`src/rtl/gf180mcu_fd_sc_mcu9t5v0__rstseq.sv`:
```
// Reset sequencer for a bank of async set/reset flops: synchronized, staggered RN release
// followed by a handshaked SETN preset pulse. Every output is a flop.
module gf180mcu_fd_sc_mcu9t5v0__rstseq #(
   parameter int unsigned SYNC_STAGES = 2,
   parameter int unsigned HOLD_CYCLES = 8,
   parameter int unsigned NOUT        = 4,
   parameter int unsigned SET_CYCLES  = 2
) (
   input  logic            CLK,
   input  logic            RN,
   input  logic            PRE_REQ,
   output logic [NOUT-1:0] RN_OUT,
   output logic            SETN_OUT,
   output logic            PRE_ACK,
   output logic            READY
);

   typedef enum logic [2:0] {StRst, StSync, StHold, StRel, StRun, StPset, StPack} state_e;

   state_e                 r_state, w_state_nxt;
   logic [SYNC_STAGES-1:0] r_sync;
   logic                   r_req;
   logic [7:0]             r_cnt, w_cnt_nxt;
   logic [NOUT-1:0]        r_rn_out, w_rn_out_nxt, w_rn_shift;
   logic                   r_setn, w_setn_nxt;
   logic                   r_ack, w_ack_nxt;
   logic                   r_ready, w_ready_nxt;
   logic                   w_sync_done, w_hold_done, w_pset_done;

   assign w_rn_shift  = (r_rn_out << 1) | NOUT'(1'b1);
   assign w_sync_done = r_sync[SYNC_STAGES-1];
   assign w_hold_done = (r_cnt <= 8'd1);
   assign w_pset_done = (r_cnt == 8'd0);

   always_ff @(posedge CLK or negedge RN) begin
      if (!RN) begin
         r_state <= StRst;
      end else begin
         r_state <= w_state_nxt;
      end
   end

   // PRE_REQ is registered before the FSM acts on it, so a request held through
   // the release sequence is serviced on the first edge after RUN is entered.
   always_ff @(posedge CLK or negedge RN) begin
      if (!RN) begin
         r_sync   <= '0;
         r_req    <= 1'b0;
         r_cnt    <= 8'd0;
         r_rn_out <= '0;
         r_setn   <= 1'b1;
         r_ack    <= 1'b0;
         r_ready  <= 1'b0;
      end else begin
         r_sync   <= {r_sync[SYNC_STAGES-2:0], 1'b1};
         r_req    <= PRE_REQ;
         r_cnt    <= w_cnt_nxt;
         r_rn_out <= w_rn_out_nxt;
         r_setn   <= w_setn_nxt;
         r_ack    <= w_ack_nxt;
         r_ready  <= w_ready_nxt;
      end
   end

   always_comb begin
      w_state_nxt = r_state;
      case (r_state)
         StRst:  w_state_nxt = StSync;
         StSync: if (w_sync_done) w_state_nxt = StHold;
         StHold: begin
            if (w_hold_done) begin
               if (NOUT == 1) w_state_nxt = StRun;
               else           w_state_nxt = StRel;
            end
         end
         StRel:  if (w_rn_shift[NOUT-1]) w_state_nxt = StRun;
         StRun:  if (r_req) w_state_nxt = StPset;
         StPset: if (w_pset_done) w_state_nxt = StPack;
         StPack: if (!PRE_REQ) w_state_nxt = StRun;
         default: w_state_nxt = StRst;
      endcase
   end

   always_comb begin
      w_cnt_nxt    = r_cnt;
      w_rn_out_nxt = r_rn_out;
      w_setn_nxt   = r_setn;
      w_ack_nxt    = r_ack;
      w_ready_nxt  = r_ready;
      case (r_state)
         StSync: if (w_sync_done) w_cnt_nxt = 8'(HOLD_CYCLES);
         StHold: begin
            if (w_hold_done) begin
               w_rn_out_nxt = NOUT'(1'b1);
               if (NOUT == 1) w_ready_nxt = 1'b1;
            end else begin
               w_cnt_nxt = r_cnt - 8'd1;
            end
         end
         StRel: begin
            w_rn_out_nxt = w_rn_shift;
            if (w_rn_shift[NOUT-1]) w_ready_nxt = 1'b1;
         end
         StRun: begin
            if (r_req) begin
               w_setn_nxt  = 1'b0;
               w_ready_nxt = 1'b0;
               w_cnt_nxt   = 8'(SET_CYCLES - 1);
            end
         end
         StPset: begin
            if (w_pset_done) begin
               w_setn_nxt = 1'b1;
               w_ack_nxt  = 1'b1;
            end else begin
               w_cnt_nxt = r_cnt - 8'd1;
            end
         end
         StPack: begin
            if (!PRE_REQ) begin
               w_ack_nxt   = 1'b0;
               w_ready_nxt = 1'b1;
            end
         end
         default: ;
      endcase
   end

   assign RN_OUT   = r_rn_out;
   assign SETN_OUT = r_setn;
   assign PRE_ACK  = r_ack;
   assign READY    = r_ready;

endmodule

```
`config.mk`:
```
export PLATFORM = sky130hd
export DESIGN_NAME = gf180mcu_fd_sc_mcu9t5v0__rstseq
export DESIGN_NICKNAME = d
export VERILOG_FILES = /design/src/rtl/gf180mcu_fd_sc_mcu9t5v0__rstseq.sv
export SDC_FILE = /design/constraint.sdc
export NUM_CORES = 1
export LEC_CHECK = 0
export ABC_AREA = 1
export BUFFER_PORTS_ARGS = -buffer_cell sky130_fd_sc_hd__buf_4
export CAP_MARGIN = 20
export CORE_MARGIN = 2
export CORE_UTILIZATION = 60
export CTS_BUF_LIST = sky130_fd_sc_hd__clkbuf_4
export CTS_CLUSTER_DIAMETER = 80
export DETAILED_ROUTE_END_ITERATION = 8
export GPL_ROUTABILITY_DRIVEN = 0
export PLACE_DENSITY = 0.8
export SLEW_MARGIN = 20
export SYNTH_ARGS = -nofsm -noshare
export SYNTH_HDL_FRONTEND = slang
export SYNTH_SLANG_ARGS = --single-unit
```
`constraint.sdc`:
```
create_clock -name CLK -period 2 [get_ports CLK]
set_input_delay 0.4 -clock CLK [delete_from_list [all_inputs] [get_ports CLK]]
set_output_delay 0.4 -clock CLK [all_outputs]
set_load 0.02 [all_outputs]
```
==> flow_summary.json, run 1 <==
{
  "slew_violations": 0,
  "rsz0062_at_grt": "false",
  "final.setup.tns_ps": 0,
  "drtIter0Drc": 28,
  "ys.flop_type": "dfrtp_1",
  "fmax_mhz": 584,
  "drtPass1Iterations": 4,
  "endpoint_kind": "flip-flop",
  "grt_pass1_vias": 977,
  "die_w_um": 49.5,
  "fin_nets": 179,
  "core.rowCount": 16,
  "fillCellCount": 186,
  "cp-start-kind": "flip-flop",
  "ios": 10,
  "synthArstFlopShare": 1.00,
  "grt_overflow_total": 0,
  "dieArea_um2": 2450,
  "rr_startpoint": "r_cnt[0]",
  "crit_arrival_ps": 1930,
  "clk_latency_ps": 310,
  "detail-route-antenna-nets": 0,
  "hold_viol": 0,
  "path_cells": "inv_1 > ha_1 > o21ai_0 > nor2_1 > nand2_2 > nand4_4 > nand2_1 > nand2_1",
  "slowest_stage": "dfrtp_1",
  "drcViolationCount": 0,
  "path_max_fanout": 9,
  "syn_area_per_cell_um2": 7.72,
  "yosysSeqAreaShare": 0.424,
  "synth.net_count": 166,
  "ir_drop_uv": 939,
  "cp.required_ps": 2220,
  "hold_buffers": 1,
  "r2r_cells": 8,
  "io_buffers": 9,
  "cts_tree": "built",
  "diodes": 0,
  "setup_viol": 0,
  "routed_wl_um": 2420,
  "dpl.hpwl_um": 1780,
  "yosysMostFrequentCell": "nand2_1",
  "clkSinkCount": 21,
  "root_buffer": "clkbuf_4",
  "cts.clk_slew.worst_paths_ps": 110,
  "die_h_um": 49.5,
  "p_per_area_nw_per_um2": 1840,
  "status": "finished, final reports clean",
  "r2r_setup_slack_ps": 290,
  "yosysWarnings": 0,
  "num_vias": 1055,
  "drive_gt1_frac": 0.208,
  "power_mw": 2.52,
  "htreeDepth": 1,
  "syn_inst": 161,
  "wl_per_cell_um": 12.1,
  "clockBufferDepth": 2,
  "fin_worst_skew_ps": 6.78,
  "synth-edff-count": 0,
  "crit_top_cell": "nand2_1",
  "utilization": 0.696,
  "critical_path.max_stage_delay_ps": 390,
  "netlist_top_cells_count": "51 x nand2_1, 20 x dfrtp_1, 15 x nor2_1, 12 x inv_1, 8 x nand3_1",
  "start_util": 0.634,
  "seqCellArea_um2": 527,
  "power_leakage_nw": 0.724,
  "hold_depth": 1,
  "hold_start": "PRE_REQ",
  "yosys.area.top_type": "dfrtp_1",
  "post-cts-setup-buffers": 0,
  "cts-buffers-inserted": 3,
  "cts_resized": 0,
  "synth_top_area_share": 0.402,
  "multi_input_area_um2": 634,
  "hp-class": "in -> reg",
  "vias_per_cell": 5.28,
  "maxCapViolCount": 0,
  "fin_crit_ps": 1710,
  "track_usage": 0.230,
  "r2r_end": "r_cnt[4]",
  "antenna_found_initial": 0,
  "grt_pass1_wl_um": 4310,
  "syn2layout_area_growth_pct": 9.86,
  "fin_crit_sh": 0.856,
  "ys_seq_elements": 21,
  "grt_start_max_net_pins": 22,
  "yosys.cell_types.count": 29,
  "worstSetupPathType": "reg -> reg",
  "syn_area_um2": 1240,
  "fp.coreArea_um2": 1960,
  "synth_area_leaders": "dfrtp_1 40%, nand2_1 15%, nor2_1 4.5%",
  "min_to": "r_req"
}
## where the power goes
part | total (mW) | switching (mW) | internal (mW)
sequential | 0.792 | 0.195 | 0.597
clock | 0.220 | 0.128 | 0.0917
combinational | 1.50 | 0.948 | 0.557
total | 2.52 | 1.27 | 1.25
## worst max-delay path: cells and delay by family, from the launching register on
family,cells,cell delay (ps)
buf+inv,1,100
compound gates,1,240
flops,1,390
simple gates,5,590
fa+ha+maj,1,280
## how the worst max path moves through the flow
stage | start | endpoint | slack [ps] | cells past startpoint
floorplan | r_cnt[0] | r_cnt[5] | 560 | 8
global placement | r_cnt[0] | r_cnt[6] | 450 | 8
detailed placement | r_cnt[0] | r_cnt[4] | 330 | 8
CTS | r_cnt[0] | r_cnt[4] | 290 | 8
global route | r_cnt[0] | r_cnt[1] | 100 | 8
finish | r_cnt[0] | r_cnt[4] | 290 | 8
## state kept, by name, summed over array words and instances, names as in the netlist
signal / flops
RN_OUT: 4
READY: 1
r_req: 1
r_cnt: 8
r_state: 3
PRE_ACK: 1
r_sync: 2
SETN_OUT: 1
## per-stage QoR
step                      setup slack [ps]  std cells  hold WS [ps]  area [µm²]
final                                  288        200           210        1370
after global routing                   103        200           197        1370
after CTS                              291        200           202        1370
after detailed placement               332        195           296        1330
after global placement                 455        195           291        1330
after floorplan                        555        161           104        1240
## area by class of cell
cell class,instances,area share
inverter,17,0.0467
sequential,21,0.386
tap,27,0.0247
timing repair buffer,10,0.0568
multi-input combinational,121,0.464
clock buffer,4,0.0220
## placed cells by master (no fill, tap or decap)
| master | count |
|---|---|
| o21ai_1 | 4 |
| nand4_1 | 7 |
| inv_2 | 5 |
| ha_1 | 2 |
| nand2_1 | 51 |
| nand4_4 | 1 |
| clkbuf_4 | 4 |
| nand3_4 | 1 |
| o21ai_0 | 5 |
| nor2_2 | 4 |
| inv_1 | 12 |
| o31ai_1 | 1 |
| nor2_4 | 1 |
| buf_4 | 9 |
| o22ai_1 | 2 |
| xor2_1 | 1 |
| nand2_2 | 5 |
| nand3_2 | 3 |
| xnor2_1 | 2 |
| o21bai_1 | 1 |
| nand3b_2 | 1 |
| a21oi_1 | 3 |
| conb_1 | 1 |
| nor2_1 | 15 |
| dfrtp_1 | 20 |
| dfstp_2 | 1 |
| nand3_1 | 8 |
| or2_2 | 1 |
| dlygate4sd3_1 | 1 |
| and3_1 | 1 |
## layer usage
layer	wire, µm	global-route usage	vias up
li1	-	-	547
met1	1130	0.313	477
met2	1150	0.358	26
met3	97	0.0394	5
met4	45	0.106	0
met5	0	0	-
## logic make-up (layout without fill, tap and decap cells)
group | Yosys count | count (layout) | share of synthesized area
AO/OA/AOI/OAI | 16 | 16 | 0.0704
XOR/XNOR | 3 | 3 | 0.0211
adder cells (fa/ha/maj) | 2 | 2 | 0.0201
buffers and inverters | 19 | 31 | 0.0664
flip-flops | 21 | 21 | 0.424
other | 1 | 1 | 0.00302
AND/OR/NAND/NOR | 99 | 99 | 0.395
(Power assumes the default switching activity.)
==> inputs of run 2 (changes only) <==
--- a/config.mk
+++ b/config.mk
@@ -6,7 +6,7 @@
 export NUM_CORES = 1
 export LEC_CHECK = 0
 export ABC_AREA = 1
-export BUFFER_PORTS_ARGS = -buffer_cell sky130_fd_sc_hd__buf_4
+export BUFFER_PORTS_ARGS = -buffer_cell sky130_fd_sc_hd__buf_2
 export CAP_MARGIN = 20
 export CORE_MARGIN = 2
 export CORE_UTILIZATION = 60
@@ -14,6 +14,7 @@
 export CTS_CLUSTER_DIAMETER = 80
 export DETAILED_ROUTE_END_ITERATION = 8
 export GPL_ROUTABILITY_DRIVEN = 0
+export MAX_ROUTING_LAYER = met4
 export PLACE_DENSITY = 0.8
 export SLEW_MARGIN = 20
 export SYNTH_ARGS = -nofsm -noshare
==> flow_summary.json, run 2 (same netlist as run 1, synthesis figures left out) <==
{
  "status": "finished, final reports clean",
  "track_usage": 0.220,
  "hold_viol": 0,
  "clockBufferDepth": 2,
  "switchingPower_mw": 1.27,
  "clk_latency_ps": 300,
  "antenna_found_initial": 0,
  "fin_worst_skew_ps": 1.16,
  "critPathCapture": "r_cnt[1]",
  "cts.clk_slew.worst_paths_ps": 120,
  "worstSetupPathType": "reg -> reg",
  "slew_violations": 0,
  "dpl.hpwl_um": 1770,
  "grt_overflow_total": 0,
  "power_leakage_nw": 0.712,
  "multi_input_area_um2": 634,
  "die_w_um": 49.5,
  "p_per_area_nw_per_um2": 1850,
  "grt_start_max_net_pins": 22,
  "root_buffer": "clkbuf_4",
  "fmax_mhz": 595,
  "post-cts-setup-buffers": 0,
  "cts-buffers-inserted": 3,
  "setup_viol": 0,
  "start_util": 0.634,
  "maxCapViolCount": 0,
  "wl_per_cell_um": 11.7,
  "fin_crit_sh": 0.841,
  "top_register": "r_cnt",
  "comb_power_share": 0.599,
  "dieArea_um2": 2450,
  "endpoint_kind": "flip-flop",
  "vias_per_cell": 5.31,
  "core.rowCount": 16,
  "hp-class": "in -> async",
  "placed_cell_area_um2": 1300,
  "path_max_fanout": 9,
  "grt_pass1_vias": 987,
  "io_buffers": 9,
  "whs_ps": 26.4,
  "die_h_um": 49.5,
  "p_int_mw": 1.19,
  "fp.coreArea_um2": 1960,
  "seqCellArea_um2": 527,
  "r2r_setup_slack_ps": 320,
  "syn2layout_area_growth_pct": 7.04,
  "rr_startpoint": "r_cnt[0]",
  "fillCellCount": 188,
  "routed_wl_um": 2330,
  "drtPass1Iterations": 6,
  "ios": 10,
  "drive_gt1_frac": 0.209,
  "clkSinkCount": 21,
  "cp-startpoint": "r_cnt[0]",
  "r2r_end": "r_cnt[1]",
  "diodes": 0,
  "hold_buffers": 0,
  "layout_commonest_cell": "nand2_1",
  "fin_nets": 178,
  "grt_pass1_wl_um": 4130,
  "rsz0062_at_grt": "false",
  "power_switching_share": 0.515,
  "cp-start-kind": "flip-flop",
  "seq_power_share": 0.318,
  "detail-route-antenna-nets": 0,
  "final_area_um2": 1330,
  "crit_arrival_ps": 1890,
  "num_vias": 1056,
  "final.setup.tns_ps": 0,
  "ir_drop_uv": 1130,
  "cp.required_ps": 2200,
  "drcViolationCount": 0,
  "cts_tree": "built",
  "mostFrequentLayoutCells": "51 x nand2_1, 20 x dfrtp_1, 15 x nor2_1",
  "power_frac_clock": 0.083,
  "htreeDepth": 1,
  "power_mw": 2.46,
  "r2r_cells": 8,
  "drtIter0Drc": 27,
  "cts_resized": 0,
  "largest_reg_flops": 8,
  "fin_crit_ps": 1680
}
## run 2: cell count changes in the layout (fill, tap and decap cells not counted), sizes merged
cell / before / now
clkbuf: 4 / 3
dlygate4sd3: 1 / 0
clkinv: 0 / 1
## run 2: worst min-delay path by stage
stage	start	endpoint	slack, ps	depth (start not counted)
after floorplan	RN	PRE_ACK	100	0
after global placement	r_sync[0]	r_sync[1]	330	0
after detailed placement	r_sync[0]	r_sync[1]	340	0
after CTS	RN	r_req	40	1
after global routing	RN	r_state[0]	60	1
final	RN	r_req	30	1
## run 2: cell type report
| type | instances | share of cell area |
|---|---|---|
| multi-input combinational | 121 | 0.477 |
| sequential | 21 | 0.396 |
| inverter | 17 | 0.0479 |
| timing repair buffer | 9 | 0.0338 |
| tap | 27 | 0.0254 |
| clock buffer | 3 | 0.0169 |
| clock inverter | 1 | 0.00376 |
## run 2: critical path, cell delays in order (launching register included)
cell and delay, ps:
dfrtp_1 400, inv_1 110, ha_1 280, o21ai_0 210, nor2_1 80, nand2_2 170
nand4_4 170, nand2_1 110, nand2_1 50
## run 2: metrics by stage
step           setup WS, ps  std cells  utilization
2_1_floorplan           555        161            -
6_report                318        199        0.679
3_5_place_dp            366        195        0.665
4_1_cts                 318        199        0.679
5_1_grt                 188        199        0.679
3_3_place_gp            451        195        0.665
## run 2: power groups by stage
stage               logic, mW  clock network (mW)  registers (mW)
global placement         1.43                   0           0.783
floorplan                1.19                   0           0.791
global route             1.67               0.228           0.809
detailed placement       1.46                   0           0.789
CTS                      1.48               0.212           0.781
finish                   1.47               0.204           0.783
## run 2: routing by layer
metal  vias to the layer above  wire length, µm  global-route usage
li1                        538                -                   -
met1                       489             1080               0.307
met2                        29             1130               0.338
met3                         0              118              0.0273
met4                         0                0              0.0694
met5                         -                0                   -
==> inputs of run 3 (changes only) <==
--- a/config.mk
+++ b/config.mk
@@ -5,7 +5,7 @@
 export SDC_FILE = /design/constraint.sdc
 export NUM_CORES = 1
 export LEC_CHECK = 0
-export ABC_AREA = 1
+export ABC_AREA = 0
 export BUFFER_PORTS_ARGS = -buffer_cell sky130_fd_sc_hd__buf_2
 export CAP_MARGIN = 20
 export CORE_MARGIN = 2
==> constraint.sdc (replaced) <==
create_clock -name CLK -period 1.7 [get_ports CLK]
set_input_delay 0.34 -clock CLK [delete_from_list [all_inputs] [get_ports CLK]]
set_output_delay 0.34 -clock CLK [all_outputs]
set_load 0.02 [all_outputs]
==> flow_summary.json, run 3 <==
{
  "grt_overflow_total": 0,
  "comb_power_share": 0.630,
  "power_mw": 2.92,
  "drtPass1Iterations": 4,
  "yosys.area.top_type": "dfrtp_1",
  "rr_startpoint": "r_cnt[1]",
  "syn_area_um2": 1100,
  "netlist_top_cells_count": "20 x dfrtp_1, 19 x nor2_1, 14 x nand2_1, 9 x a21oi_1, 9 x o21ai_0",
  "synthArstFlopShare": 1.00,
  "drtIter0Drc": 63,
  "dieArea_um2": 2200,
  "power_leakage_nw": 0.686,
  "rsz0062_at_grt": "true",
  "fin_nets": 166,
  "synth_top_area_share": 0.454,
  "cts-buffers-inserted": 3,
  "status": "finished with violations",
  "ios": 10,
  "cts.clk_slew.worst_paths_ps": 120,
  "final.setup.tns_ps": -2890,
  "pre_cts_ws_ps": -225,
  "vias_per_cell": 6.11,
  "p_int_mw": 1.61,
  "min_to": "r_req",
  "crit_arrival_ps": 2210,
  "slowest_stage": "dfrtp_1",
  "grt_start_max_net_pins": 22,
  "root_buffer": "clkbuf_4",
  "top_register": "r_cnt",
  "grt_pass1_vias": 940,
  "setup_slack_ps": -262,
  "clk_latency_ps": 310,
  "worst-path-buf-inv": 2,
  "slew_violations": 0,
  "largest_reg_flops": 8,
  "mostFrequentLayoutCells": "26 x buf_4, 20 x dfrtp_1, 17 x nor2_1",
  "hold_depth": 1,
  "fmax_mhz": 510,
  "worstSetupPathType": "reg -> reg",
  "switchingPower_mw": 1.31,
  "cts_tree": "built",
  "cp.required_ps": 1950,
  "io_buffers": 9,
  "synth-edff-count": 0,
  "dpl.hpwl_um": 1840,
  "clkSinkCount": 21,
  "synth_area_leaders": "dfrtp_1 45%, nor2_1 6.5%, nand2_1 4.8%",
  "power_frac_clock": 0.086,
  "die_h_um": 46.9,
  "power_switching_share": 0.449,
  "path_cells": "inv_2 > ha_4 > or3b_4 > or3_4 > a21boi_4 > buf_6 > nor2_1 > nor2_1",
  "routed_wl_um": 3090,
  "r2r_end": "r_cnt[2]",
  "utilization": 0.877,
  "endpoint_kind": "flip-flop",
  "yosysMostFrequentCell": "dfrtp_1",
  "die_w_um": 46.9,
  "fin_crit_ps": 1960,
  "core.rowCount": 15,
  "drcViolationCount": 0,
  "setup_viol": 16,
  "cp-startpoint": "r_cnt[1]",
  "wl_per_cell_um": 16.7,
  "synth.net_count": 126,
  "antenna_found_initial": 0,
  "drive_gt1_frac": 0.381,
  "dpl.cell_count": 171,
  "maxCapViolCount": 0,
  "syn_inst": 121,
  "ir_drop_uv": 1320,
  "wl_met1_um": 1290,
  "yosysWarnings": 0,
  "syn2layout_area_growth_pct": 37.2,
  "yosys.cell_types.count": 37,
  "met3_length_um": 217,
  "clockBufferDepth": 2,
  "path_max_fanout": 7,
  "violations": "setup timing",
  "wl_met2_um": 1470,
  "diodes": 0,
  "critical_path.max_stage_delay_ps": 410,
  "fin_crit_sh": 1.15,
  "ys_seq_elements": 21,
  "cp-start-kind": "flip-flop",
  "track_usage": 0.276,
  "r2r_setup_slack_ps": -260,
  "start_util": 0.639,
  "crit_top_cell": "nor2_1",
  "layout_commonest_cell": "buf_4",
  "fp.coreArea_um2": 1730,
  "ys.flop_type": "dfrtp_1",
  "num_vias": 1131,
  "detail-route-antenna-nets": 0,
  "stdcell_count": 185,
  "fin_worst_skew_ps": 2.61,
  "hp-class": "in -> reg",
  "p_per_area_nw_per_um2": 1930,
  "grt_pass1_wl_um": 4130,
  "r2r_cells": 8,
  "yosysSeqAreaShare": 0.477,
  "hold_viol": 0,
  "htreeDepth": 1,
  "seq_power_share": 0.285,
  "cp_top_family": "simple AND/OR/NAND/NOR gates",
  "top_layer": "met4",
  "hold_start": "PRE_REQ",
  "syn_area_per_cell_um2": 9.12
}
run 3: worst max-delay path by stage:
stage	end	slack, ps	cells after the start
after floorplan	r_cnt[3]	-210	7
after global placement	r_cnt[4]	-160	6
after detailed placement	r_cnt[4]	-220	6
after CTS	r_cnt[2]	-240	8
after global routing	r_cnt[2]	-310	8
final	r_cnt[2]	-260	8
run 3: area by class of cell:
| cell class | instances | area [µm²] |
|---|---|---|
| clock buffer | 3 | 22.5 |
| sequential | 21 | 527 |
| inverter | 5 | 18.8 |
| multi-input combinational | 92 | 637 |
| timing repair buffer | 38 | 273 |
| tap | 25 | 31.3 |
| fill | 88 | 213 |
| clock inverter | 1 | 5.00 |
run 3: through the flow:
step                      hold slack, ps  cell area (µm²)
after global placement               311             1330
after detailed placement             318             1330
after floorplan                     44.4             1120
final                                177             1510
after CTS                            175             1420
after global routing                 177             1510
run 3: cell families (layout without fill, tap and decap cells):
family	count (synthesis)	in the layout	share of synthesized area
AOI/OAI and AO/OA	38	38	0.237
adders and majority gates	2	2	0.0227
DFF	21	21	0.477
buffers and inverters	8	47	0.0272
other	1	1	0.00340
muxes	1	1	0.00907
and+or+nand+nor	50	50	0.223
run 3: power by group through the flow:
stage | Combinational [mW] | Sequential [mW] | Clock [mW]
finish | 1.84 | 0.831 | 0.249
CTS | 1.58 | 0.808 | 0.255
global route | 1.97 | 0.841 | 0.270
floorplan | 0.833 | 0.869 | 0
global placement | 1.35 | 0.805 | 0
detailed placement | 1.40 | 0.817 | 0
run 3: per-layer routing:
| layer | global-route usage | vias to the layer above |
|---|---|---|
| met4 | 0.128 | 0 |
| met2 | 0.411 | 62 |
| met5 | - | - |
| met1 | 0.376 | 549 |
| met3 | 0.0308 | 13 |
| li1 | - | 507 |
run 3: what timing repair did:
item | CTS | global route
endpoints found under the hold margin | 20 | 0
endpoints found under the setup margin | 14 | 15
resized for setup | 7 | 9
setup buffers | 5 | 5
pin swaps | 2 | 5
hold buffers | 1 | 0
